`src/rtl/xnor_acc_pkg.sv`:
```
// Shared types and sizing helpers for the XNOR popcount accumulator.
package xnor_acc_pkg;

  typedef enum logic {
    ACCUM = 1'b0,
    HOLD  = 1'b1
  } state_t;

  // Width needed to hold the largest possible frame sum (WIDTH*BEATS).
  function automatic int acc_width(input int width, input int beats);
    return $clog2(width * beats + 1);
  endfunction

  function automatic int cnt_width(input int beats);
    return (beats > 1) ? $clog2(beats) : 1;
  endfunction

endpackage

```
`src/rtl/xnor_popcount.sv`:
```
// Combinational count of matching bit positions between two vectors.
module xnor_popcount #(
  parameter int WIDTH = 8,
  localparam int CW = $clog2(WIDTH + 1)
) (
  input  logic [WIDTH-1:0] a,
  input  logic [WIDTH-1:0] b,
  output logic [CW-1:0]    cnt
);

  logic [WIDTH-1:0] match;

  assign match = ~(a ^ b);

  always_comb begin
    cnt = '0;
    for (int i = 0; i < WIDTH; i++) begin
      cnt = cnt + CW'(match[i]);
    end
  end

endmodule

```
`src/rtl/xnor_popcount_acc.sv`:
```
// Frame accumulator of XNOR popcounts over BEATS operand beats.
// Optional XNOR_ACC_THRESH_EN adds a threshold compare (thresh in, out_fire out).
module xnor_popcount_acc
  import xnor_acc_pkg::*;
#(
  parameter int WIDTH = 8,
  parameter int BEATS = 4,
  localparam int ACC_W = acc_width(WIDTH, BEATS)
) (
  input  logic             clk,
  input  logic             rst_n,
  input  logic             clr,
  input  logic             in_valid,
  output logic             in_ready,
  input  logic [WIDTH-1:0] in_a,
  input  logic [WIDTH-1:0] in_b,
  output logic             out_valid,
  input  logic             out_ready,
  output logic [ACC_W-1:0] out_sum,
`ifdef XNOR_ACC_THRESH_EN
  input  logic [ACC_W-1:0] thresh,
  output logic             out_fire,
`endif
  output logic             out_match
);

  localparam int PC_W  = $clog2(WIDTH + 1);
  localparam int CNT_W = cnt_width(BEATS);
  localparam logic [ACC_W-1:0] FULL     = ACC_W'(WIDTH * BEATS);
  localparam logic [CNT_W-1:0] LAST_CNT = CNT_W'(BEATS - 1);

  state_t           state;
  logic [ACC_W-1:0] acc;
  logic [CNT_W-1:0] beat_cnt;
  logic [PC_W-1:0]  pc;
  logic [ACC_W-1:0] acc_next;
  logic             last_beat;

  xnor_popcount #(.WIDTH(WIDTH)) u_popcount (
    .a   (in_a),
    .b   (in_b),
    .cnt (pc)
  );

  assign acc_next  = acc + ACC_W'(pc);
  assign last_beat = (beat_cnt == LAST_CNT);

  always_ff @(posedge clk or negedge rst_n) begin
    if (!rst_n) begin
      state     <= ACCUM;
      acc       <= '0;
      beat_cnt  <= '0;
      in_ready  <= 1'b1;
      out_valid <= 1'b0;
      out_sum   <= '0;
      out_match <= 1'b0;
`ifdef XNOR_ACC_THRESH_EN
      out_fire  <= 1'b0;
`endif
    end else begin
      case (state)
        ACCUM: begin
          if (clr) begin
            acc      <= '0;
            beat_cnt <= '0;
          end else if (in_valid) begin
            if (last_beat) begin
              out_sum   <= acc_next;
              out_match <= (acc_next == FULL);
`ifdef XNOR_ACC_THRESH_EN
              out_fire  <= (acc_next >= thresh);
`endif
              acc       <= '0;
              beat_cnt  <= '0;
              in_ready  <= 1'b0;
              out_valid <= 1'b1;
              state     <= HOLD;
            end else begin
              acc      <= acc_next;
              beat_cnt <= beat_cnt + 1'b1;
            end
          end
        end
        HOLD: begin
          // clr and a consumer handshake both release the result and restart.
          if (clr || out_ready) begin
            acc       <= '0;
            beat_cnt  <= '0;
            in_ready  <= 1'b1;
            out_valid <= 1'b0;
            state     <= ACCUM;
          end
        end
        default: begin
          state     <= ACCUM;
          in_ready  <= 1'b1;
          out_valid <= 1'b0;
        end
      endcase
    end
  end

endmodule
```
`config.mk`:
```
export PLATFORM = sky130hd
export DESIGN_NAME = xnor_popcount_acc
export DESIGN_NICKNAME = d
export VERILOG_FILES = /design/src/rtl/xnor_acc_pkg.sv /design/src/rtl/xnor_popcount.sv /design/src/rtl/xnor_popcount_acc.sv
export SDC_FILE = /design/constraint.sdc
export NUM_CORES = 1
export LEC_CHECK = 0
export ABC_AREA = 0
export CAP_MARGIN = 20
export CORE_ASPECT_RATIO = 0.8
export CORE_MARGIN = 10
export CORE_UTILIZATION = 43
export DETAILED_ROUTE_END_ITERATION = 12
export GPL_TIMING_DRIVEN = 1
export PLACE_DENSITY = 0.86
export SLEW_MARGIN = 20
export SYNTH_ARGS = -nofsm -noshare
export SYNTH_HDL_FRONTEND = slang
export SYNTH_SLANG_ARGS = --single-unit
export TNS_END_PERCENT = 10
```
`constraint.sdc`:
```
create_clock -name clk -period 1.7 [get_ports clk]
set_input_delay 0.17 -clock clk [delete_from_list [all_inputs] [get_ports clk]]
set_output_delay 0.17 -clock clk [all_outputs]
set_load 0.01 [all_outputs]
```
# Word-level counts from Yosys, hierarchy flattened

Index checks and enable logic that the tools add are counted.

Register bits: 18
Input port bits: 21
Output and inout bits: 9
Word-level logic and storage cells: 56

Add/sub/neg operators: 9
Eq/ne operators: 7
Muxes and demuxes: 25
Bitwise gates (word level): 4
Reductions and logical operators: 4

Operator list:

| kind                                                             | number |
|---|---|
| 4-bit by 1-bit adder with 4-bit output                           | 6 |
| 6-bit 2-to-1 mux                                                 | 4 |
| 1-bit 2-to-1 mux                                                 | 12 |
| 6-bit case mux with 2 select lines                               | 1 |
| 2-bit 2-to-1 mux                                                 | 4 |
| 8-bit inverter                                                   | 1 |
| 4-bit AND reduction                                              | 2 |
| 8-bit bitwise XOR                                                | 1 |
| 6-bit by 4-bit adder with 6-bit output                           | 1 |
| 6-bit equality test (second input constant)                      | 1 |
| 2-bit != test (second input constant)                            | 3 |
| 1-bit case mux with 2 select lines                               | 3 |
| 2-bit case mux with 2 select lines                               | 1 |
| 3-bit != test (second input constant)                            | 1 |
| 1-bit by 1-bit adder with 2-bit output                           | 1 |
| 2-bit by 1-bit adder with 2-bit output (second input constant)   | 1 |
| 2-bit equality test (second input constant)                      | 1 |
| 2-bit by 1-bit != test with 1-bit output (second input constant) | 1 |
| 1-bit inverter                                                   | 2 |
| 2-bit AND reduction                                              | 1 |
| 1-bit logical OR                                                 | 1 |

# Logic depth before layout (Yosys ltp)

Gate-level depths: netlist of run 1.

Depth after elaboration: 14
Depth in mapped cells: 15
Mapped depth without buffers: 15

# By module

Synthesis of run 1 repeated with hierarchy kept, for this count alone.

Cell total of the unflattened synthesis: 111
Area, all modules: 1164.9 µm²

By module, submodules not included:

| module            | times used | cells an instance | area each (µm²) | sequential area each (µm²) |
|---|---|---|---|---|
| xnor_popcount_acc | 1          | 88                | 928.4           | 451.7 |
| xnor_popcount     | 1          | 23                | 236.5           | 0.0 |

# Least setup slack after synthesis of run 1

OpenSTA, ideal clock, no wires.

Path kind: input port to flip-flop
Start point: input port in_a[0]
End point: register out_match
Setup time: 0.076 ns
Arrival time: 3.923 ns
Data required time: 1.624 ns
Slack: -2.300 ns
Stages: 15
Buffers on the path: 0
Cells stage by stage: xnor2_1 ha_1 inv_1 fa_1 fa_1 inv_1 fa_1 fa_1 inv_1 fa_1 nand2b_1 a21oi_2 xnor2_1 or3_1 o21ai_1

Longest elaborated chain between the ends: 11

RTL lines:

| what                                                | RTL line                | RTL |
|---|---|---|
| start, declared                                     | xnor_popcount_acc.sv:15 | `input logic [WIDTH-1:0] in_a,` |
| 8-bit bitwise XOR                                   | xnor_popcount.sv:13     | `assign match = ~(a ^ b);` |
| 8-bit inverter                                      | xnor_popcount.sv:13     |  |
| 1-bit by 1-bit adder with 2-bit output              | xnor_popcount.sv:18     | `cnt = cnt + CW'(match[i]);` |
| 4-bit by 1-bit adder with 4-bit output (6 in a row) | xnor_popcount.sv:18     |  |
| 6-bit by 4-bit adder with 6-bit output              | xnor_popcount_acc.sv:45 | `assign acc_next = acc + ACC_W'(pc);` |
| 6-bit equality test                                 | xnor_popcount_acc.sv:69 | `out_match <= (acc_next == FULL);` |
| end signal, assigned                                | xnor_popcount_acc.sv:69 |  |
| end, declared                                       | xnor_popcount_acc.sv:24 | `output logic out_match` |

No other way between the ends.
A chain may end at the register's enable or synchronous reset.

# Worst setup path in the final report of run 1

Start point: input port in_a[0]
End point: register out_sum[4]

Longest elaborated chain between the ends: 10

RTL lines:

| what                                                | RTL line                | RTL |
|---|---|---|
| 8-bit bitwise XOR                                   | xnor_popcount.sv:13     |  |
| 8-bit inverter                                      | xnor_popcount.sv:13     |  |
| 1-bit by 1-bit adder with 2-bit output              | xnor_popcount.sv:18     |  |
| 4-bit by 1-bit adder with 4-bit output (6 in a row) | xnor_popcount.sv:18     |  |
| 6-bit by 4-bit adder with 6-bit output              | xnor_popcount_acc.sv:45 |  |
| end signal, assigned                                | xnor_popcount_acc.sv:68 | `out_sum <= acc_next;` |
| end, declared                                       | xnor_popcount_acc.sv:19 | `output logic [ACC_W-1:0] out_sum,` |

No other way between the ends.

==> results list, run 1 <==
- The kind of cell with the highest combined delay along the critical path is adder cells.
- Antenna violations before repair: 0
* Post-synthesis share of cell area spent on full adders, half adders and majority gates: 17.1%
* Simple-Gate Fraction of Synth Area: about 14%
* Count of placed standard cells in the final layout, fillers left out: 192
- At the worst endpoint, the required time is 1870 ps.
- Top post-synthesis cells by count: 17 x sky130_fd_sc_hd__dfrtp_1, 12 x sky130_fd_sc_hd__inv_1, 9 x sky130_fd_sc_hd__nand2_1
* Worst slew margin: 69.4%
- Dividing the final minimum period by the clock period gives 219%.
- Pin count of the biggest net entering global routing: 19
- Die Width: 78.3 um
- Critical-path cell list: buf_6 > xnor2_2 > ha_1 > inv_2 > fa_1 > fa_1 > inv_2 > fa_2 > fa_2 > inv_2 > fa_2 > nand2b_4 > a21oi_4 > xnor2_2 > buf_4 > mux2_4
* Routed wl met2: 1570 um
- Ys async rst share: 100%
- Number of sinks handled by clock tree synthesis: 18
- Iteration-0 DRC Markers: 69
- Number of buffers inserted by port buffering: 29
- Routability-driven placement finished with a final weighted congestion of 0.935.
- Buffers inserted during clock tree synthesis total 3.
* Average cell area after synthesis: 10.3 um2
- Clk Latency, worst-skew pair: 290 ps
- Final #Nets: 191
- FF/Latch Area: ~450 um2
- For the pin with the worst max-slew slack, the measured transition is roughly 460 ps.
* Row count: 16
- In this run the worst path has a maximum fanout of 2.
- The most used flip-flop cell after synthesis is sky130_fd_sc_hd__dfrtp_1.
* Top-level port count: 30
- GRT Total Usage: between 10 and 15%
- Minimum setup slack after placement: -2640 ps
- Count of cell types in the netlist: 31
* Critical-path cell with the highest stage delay: sky130_fd_sc_hd__fa_2
- Type of the most critical hold path: in -> async
- The final reports fail on negative setup slack.
* Highest routing layer actually used: met4
- Clock tree root buffer cell: sky130_fd_sc_hd__clkbuf_4
* DRC: 0
* CTS H-tree depth: 1
- TritonCTS built the clock tree.
- Dominant combinational cell family by area after synthesis: adder cells
* Static leakage power: 0.000821 uW
- Vertical die dimension: 66.6 um
* Startpoint class of the critical path: input pin
- The floorplan step defined a die boundary enclosing 5210 um2.
* Area fraction in compound gates after synthesis: 12.1%
* Buffer and inverter count on the worst path: 5
- When the netlist entered floorplanning its net count stood at 147.
- Subtracting the final worst setup slack from the clock period gives 3720 ps.
* Overall via count from detail_route: 982
- Summing the areas of all xor and xnor instances in the mapped netlist gives 10.5% of the synthesized area.
- Clock-pin slew was measured on the worst setup and hold paths at 90 ps.
- Area growth syn-to-layout: 46.3%
- Cell count after synthesis: 113
- Setup repair after global routing could not meet its margin everywhere.
- Setup violations remaining at the end of the flow were counted as 13.
* Top-count cell post-synth: sky130_fd_sc_hd__dfrtp_1
* Final hold violations: 0
- Bufs on Longest Clock Path: 2
- The synthesized design spends more area on one cell type than any other, namely sky130_fd_sc_hd__dfrtp_1.
- In the final routing, the length of wire on met1 measures 1110 um.
- Power per cell area: around 1300 nW/um2
- The first global-routing pass estimated just under 5000 um of wire.
- The via count of the first global-routing pass was 1,016.
- The tool flagged a number of max-cap violations equal to 0.
- The largest single stage delay on the critical path is 570 ps.
- Static timing analysis puts the maximum clock frequency at 0.269 GHz.
- The clock arrives with 7.55 ps of skew.
- Using the TritonRoute via totals, the vias-per-cell ratio works out to 5.11.
* Hold-fix buffers, CTS: 0
- In the final layout, the multi-input gates occupy around 760 um2.
* Status: complete, but fails checks
* Residual overflow from global routing: 0
- The filler cells instantiated in the layout total 192.
* Min setup slack post-route: -2020 ps
- Post-route antenna net violation count: 0
- Yosys mapped a number of flops with a built-in enable equal to 0.
* Share of post-route cells with drive strength above 1: 27.6%
* Pins Over Slew Limit: 0
- The Yosys step of the flow raised 0 warnings.
- Share of cell area taken by muxes after synthesis: 3.75%
- The routed design has between 2000 and 3000 um of wire.
- Starting Density: 46.3%
- The region available for standard cell placement spans about 2500 um2.
- In the final routed layout, each cell accounts on average for approximately 15 um.
- Category of the critical setup timing path: in -> reg
- Sequential element share of the synthesized area: 38.7%
* Area share of the largest cell type after synthesis: 36.4%
- HPWL Detailed: 2160 um
* Placed cell count: 185
- The number of antenna diodes in the final layout is 0.
- The worst setup path is captured at a flop.
* Drt pass-1 iters: 4
- VDD sags by at most 0.000907 V.
- Post-synthesis sequential element count: 18
* Top post-synthesis cells by area: sky130_fd_sc_hd__dfrtp_1 36%, sky130_fd_sc_hd__fa_1 8.6%, sky130_fd_sc_hd__ha_1 8.6%
* Synthesized area: 1170 um2
* Worst EP arrival: 3890 ps
* Amount of wire on met3 after detailed routing: 178 um
stage by stage:
stage	area (um2)	hold WS (ps)	power, uW	utilization (%)	TNS, ps
final	1710	191	2220	67.7	-21250
after detailed placement	1570	468	1700	62.3	-29680
after global placement	1570	463	1640	62.3	-28110
after CTS	1680	189	2130	66.5	-21570
after floorplan	1180	-126	1220	-	-20710
after global routing	1710	183	2400	67.7	-22310
cells by family after synthesis:
group | count (synthesis)
compound gates | 21
xor+xnor | 14
mux | 4
flops | 18
buf+inv | 13
simple gates | 30
fa+ha+maj | 13
registers in the layout, summed over array words and instances, names as in the netlist:
register   count
beat_cnt       2
in_ready       1
out_match      1
out_sum        6
state          1
out_valid      1
acc            6
final timing paths:
path / from / endpoint / slack (ps) / cells past startpoint
max in group asynchronous: rst_n / in_ready / 1250 / 2
setup / recovery: in_a[0] / out_sum[4] / -2020 / 16
hold / removal: rst_n / out_sum[1] / 190 / 2
setup reg to reg: acc[0] / out_sum[4] / -250 / 8
hold reg to reg: out_sum[5] / out_sum[5] / 490 / 2
min in group clk: out_sum[5] / out_sum[5] / 490 / 2
layer usage:
metal | vias up | GRT usage (%)
met5 | - | 0
met4 | 0 | 5.36
met3 | 4 | 4.42
met2 | 31 | 19.4
met1 | 478 | 12.7
li1 | 469 | -
placed cells by master, fill, tap and decap left out, types with 2 or more instances in the layout:
cell type	Yosys	routed
sky130_fd_sc_hd__clkdlybuf4s50_1	0	21
sky130_fd_sc_hd__dfrtp_1	17	17
sky130_fd_sc_hd__inv_1	12	9
sky130_fd_sc_hd__nand2_1	9	9
sky130_fd_sc_hd__buf_4	0	9
sky130_fd_sc_hd__nor2_1	8	8
sky130_fd_sc_hd__xor2_1	8	7
sky130_fd_sc_hd__ha_1	8	6
sky130_fd_sc_hd__buf_6	0	6
sky130_fd_sc_hd__a21oi_1	5	4
sky130_fd_sc_hd__dlygate4sd2_1	0	4
sky130_fd_sc_hd__xnor2_1	6	3
sky130_fd_sc_hd__inv_2	0	3
sky130_fd_sc_hd__xnor2_2	0	3
sky130_fd_sc_hd__a22o_1	3	3
sky130_fd_sc_hd__o21ai_1	5	3
sky130_fd_sc_hd__fa_2	0	3
sky130_fd_sc_hd__clkbuf_4	0	3
sky130_fd_sc_hd__nor2b_1	2	2
sky130_fd_sc_hd__o21ai_2	0	2
sky130_fd_sc_hd__a31oi_1	2	2
sky130_fd_sc_hd__nand3b_1	2	2
sky130_fd_sc_hd__nand3_1	2	2
sky130_fd_sc_hd__mux2_4	0	2
sky130_fd_sc_hd__fa_1	5	2
cell type report:
class	count	share of cell area [%]
multi-input cells	82	44.5
well taps	36	2.64
repair buffers	40	22.3
inverters	12	2.64
clock buffers	4	1.54
flip-flops and latches	18	26.4
power by group:
part	leakage [uW]	switching [uW]	internal (uW)	total [uW]
sequential	0.000237	64.3	511	575
combinational	0.000569	671	768	1440
clock	0.0000150	118	91.2	210
total	0.000821	853	1370	2220
what timing repair did:
| action | 4_1_cts | 5_1_grt |
|---|---|---|
| buffers inserted | 1 | 2 |
| setup endpoints to repair | 13 | 13 |
| resized for setup | 38 | 3 |
| pin swaps | 18 | 12 |
Note: power is estimated with default switching activity, not from simulation.
==> run 2: changes to the inputs <==
- ABC_AREA: 0 -> default
==> results of run 2 <==
No change in the layout: final DEF, timing and power equal those of run 1.
==> run 3: changes to the inputs <==
--- a/config.mk
+++ b/config.mk
@@ -9,11 +9,12 @@
 export CORE_ASPECT_RATIO = 0.8
 export CORE_MARGIN = 10
-export CORE_UTILIZATION = 43
+export CORE_UTILIZATION = 52
 export DETAILED_ROUTE_END_ITERATION = 12
 export GPL_TIMING_DRIVEN = 1
-export PLACE_DENSITY = 0.86
+export PLACE_DENSITY = 0.95
 export SLEW_MARGIN = 20
 export SYNTH_ARGS = -nofsm -noshare
 export SYNTH_HDL_FRONTEND = slang
+export SYNTH_HIERARCHICAL = 1
 export SYNTH_SLANG_ARGS = --single-unit
 export TNS_END_PERCENT = 10
==> constraint.sdc (replaced) <==
create_clock -name clk -period 4.7 [get_ports clk]
set_input_delay 0.47 -clock clk [delete_from_list [all_inputs] [get_ports clk]]
set_output_delay 0.47 -clock clk [all_outputs]
set_load 0.05 [all_outputs]
==> results list, run 3 <==
- At the later pin of the worst-skew pair, clock insertion delay measures 310 ps.
- Maximum VDD drop: 0.000454 V
* Max frequency: 0.240 GHz
- Total inserted antenna cells: 0
- GRT Total Usage: between 10% and 20%
- Total number of yosys warnings: 6
- After filler insertion, the fill cell instance count of the layout stands at 155.
- The number of different library cells used by synthesis comes to 33.
* Number of vias per cell after detailed routing: 5.50
* WL final: 2860 um
- Number of sinks handled by clock tree synthesis: 18
- In the routed design, unresolved DRC markers number 0.
* Bufs on Longest Clock Path: 2
- At the end of routability-driven placement, the weighted congestion stood at 0.896.
- The run finished with clean final reports.
- Vias in the first global route: 1,003
* Die Width: between 70 and 80 um
- The top cell type by area accounts for around 37% of the synthesized area.
- The clock period could shrink to between 4000 and 5000 ps.
- Top post-synthesis cells by area: sky130_fd_sc_hd__dfrtp_1 37%, sky130_fd_sc_hd__fa_1 8.6%, sky130_fd_sc_hd__ha_1 8.6%
* Row count: 15
* Leading cell types in the layout, fill and taps excluded: 29 x sky130_fd_sc_hd__clkdlybuf4s50_1, 17 x sky130_fd_sc_hd__dfrtp_1, 10 x sky130_fd_sc_hd__nand2_1, 10 x sky130_fd_sc_hd__inv_1
* Top-count cell post-synth: sky130_fd_sc_hd__dfrtp_1
* WP data required: 4920 ps
- Of the available clock period, the critical path in the final layout requires 88.8%.
* Drt pass-1 iters: 4
- Clock edge transition at the registers on the reported setup and hold paths: 110 ps
* Critical-path cell with the highest stage delay: sky130_fd_sc_hd__fa_1
- Once the clock tree was built, the setup fixing pass inserted 0 buffers.
* Resize count post-CTS: 0
- Wire segments on met2 add up to roughly 1600 um in the final route.
* Static leakage power: approximately 0.00067 uW
- Setup total negative slack on the finished layout was measured at 0 ps.
- Power per cell area: between 400 and 500 nW/um2
- HPWL Detailed: 2360 um
- Setup repair after global routing left no endpoint under its margin.
* Vertical die dimension: 62.3 um
- The final route contains between 900 and 1,000 vias.
- Post-synthesis sequential element count: 18
- Wire per inst: 17.1 um
* Hold-fix buffers, CTS: 0
- Cell taking the most area after synthesis: sky130_fd_sc_hd__dfrtp_1
* Iteration-0 DRC Markers: 43
- Most instantiated flip-flop cell in the synthesis netlist: sky130_fd_sc_hd__dfrtp_1
* Amount of wire on met3 after detailed routing: 159 um
- Critical-path cell list: clkdlybuf4s50_1 > xnor2_1 > fa_1 > fa_1 > inv_1 > fa_1 > fa_1 > inv_1 > fa_1 > xor2_1 > nor3_1 > o221ai_1 > o31ai_1
- Of all flip-flops after synthesis, the portion carrying an async set or reset was 100%.
* Pins Over Slew Limit: 0
- Synthesized area: between 1000 and 1500 um2
- Category of the critical setup timing path: in -> reg
- Floorplan die area: 4550 um2
* CP endpoint kind: flop
- Data on the critical path arrives at its endpoint at 4400 ps.
- For this configuration, the core starts out at a cell density of 54.4%.
- Net Count, Synth: 145
* Post-route antenna net violation count: 0
- Final Setup Violations: 0
- Cell repeated most along the worst path: sky130_fd_sc_hd__fa_1
* Number of buffers inserted by port buffering: 29
- After technology mapping, the gate count stands at 111.
* Clock buffer count from CTS: 3
- Core box area: about 2100 um2
* Leading cell type in the layout, fill and taps excluded: sky130_fd_sc_hd__clkdlybuf4s50_1
- Pin count of the biggest net entering global routing: 19
* First-pass GRT wire length: 4740 um
- Area of all placed cells without fillers: between 1500 and 2000 um2
- Startpoint class of the critical path: input pin
- Compared with the post-synthesis result, the final layout area differs by 28.8%.
* Transition time at the pin with the least slew margin: 791 ps
- Type of the most critical hold path: reg -> reg
* Top post-synthesis cells by count: 17 x sky130_fd_sc_hd__dfrtp_1, 10 x sky130_fd_sc_hd__inv_1, 10 x sky130_fd_sc_hd__nand2_1
* CP Max Fanout: 3
* Final hold violations: 0
- Worst slew margin: 47.1%
- Setup slack closes at 526 ps.
- The initial antenna violation count came to 0.
- OpenSTA, run right after detailed placement, puts the worst setup slack at slightly above 200 ps.
- Signal routing reaches up to met4.
- The post-route netlist has between 8 and 9% of its cells at a drive strength greater than 1.
* Average cell area after synthesis: 10.5 um2
* Sequential element share of the synthesized area: 38.8%
- TritonCTS built the clock tree.
- Clock tree root buffer cell: sky130_fd_sc_hd__clkbuf_4
- Yosys mapped a number of flops with a built-in enable equal to 0.
* Top-level port count: 30
* Final #Nets: 177
- In the final layout, the registers with the most flip-flops are acc: 6 flops, out_sum: 6 flops, beat_cnt: 2 flops.
* Residual overflow from global routing: 0
* Worst clock skew on the final layout: approximately 16 ps
- Post-place instance area: 1460 um2
* Routed met1 length: 1090 um
* Max-capacitance violation count: 0
* CP peak stage delay: 540 ps
- CTS H-tree depth: 1
-- run 3: changes by cell type in the layout (fill, tap and decap cells not counted), sizes merged, moves of 4 or more --
cell and delta:
dlygate4sd2 -4, xor2 -5, buf -15, clkdlybuf4s50 +8
nor2 -5
-- run 3: layout make-up --
class / instances / area (um2) / share of cell area (%)
Timing Repair Buffer: 29 / 290 / 19.3
Tap cell: 25 / 31.3 / 2.09
Inverter: 10 / 37.5 / 2.50
Multi-Input combinational cell: 81 / 653 / 43.5
Clock buffer: 4 / 36.3 / 2.42
Sequential cell: 18 / 452 / 30.1
-- run 3: logic make-up after synthesis --
group,count (synthesis),share of synthesized area (%)
and+or+nand+nor,29,13.4
DFF,18,38.8
xor gates and xnor gates,11,8.27
buffers and inverters,12,5.16
AOI/OAI and AO/OA,24,13.1
adders and majority gates,13,17.2
muxes,4,4.08
-- run 3: critical path, delay by kind of cell --
family,cells,cell delay (ps)
buffers and inverters,3,540
AO/OA/AOI/OAI,2,360
adder cells (fa/ha/maj),5,2460
XOR/XNOR,2,400
AND/OR/NAND/NOR,1,140
-- run 3: power by group --
part	total [uW]	leakage, uW	internal (uW)	switching, uW
Combinational	375	0.000411	158	216
Sequential	203	0.000237	181	21.1
Clock	96.3	0.0000210	47.4	49.0
-- run 3: final timing paths --
check / startpoint / end / slack (ps) / cells after the start
worst max-delay path: in_b[3] / out_match / 530 / 13
worst min-delay path: out_sum[5] / out_sum[5] / 490 / 2
worst max register to register: acc[0] / out_match / 2860 / 6
worst min register to register: out_sum[5] / out_sum[5] / 490 / 2
max in group asynchronous: rst_n / acc[2] / 3580 / 1
min in group asynchronous: rst_n / out_sum[5] / 610 / 1
-- run 3: metrics by stage --
stage          hold WS, ps  cells  utilization (%)  total power (uW)
2_1_floorplan          174    111                -               452
3_3_place_gp           462    163             68.4               538
3_5_place_dp           475    163             68.4               569
4_1_cts                498    167             70.1               668
5_1_grt                519    167             70.1               724
6_report               490    167             70.1               673
-- run 3: per-layer routing --
metal	track usage [%]	vias up
li1	-	441
met1	13.5	446
met2	23.5	23
met3	4.13	8
met4	4.74	0
met5	0	-
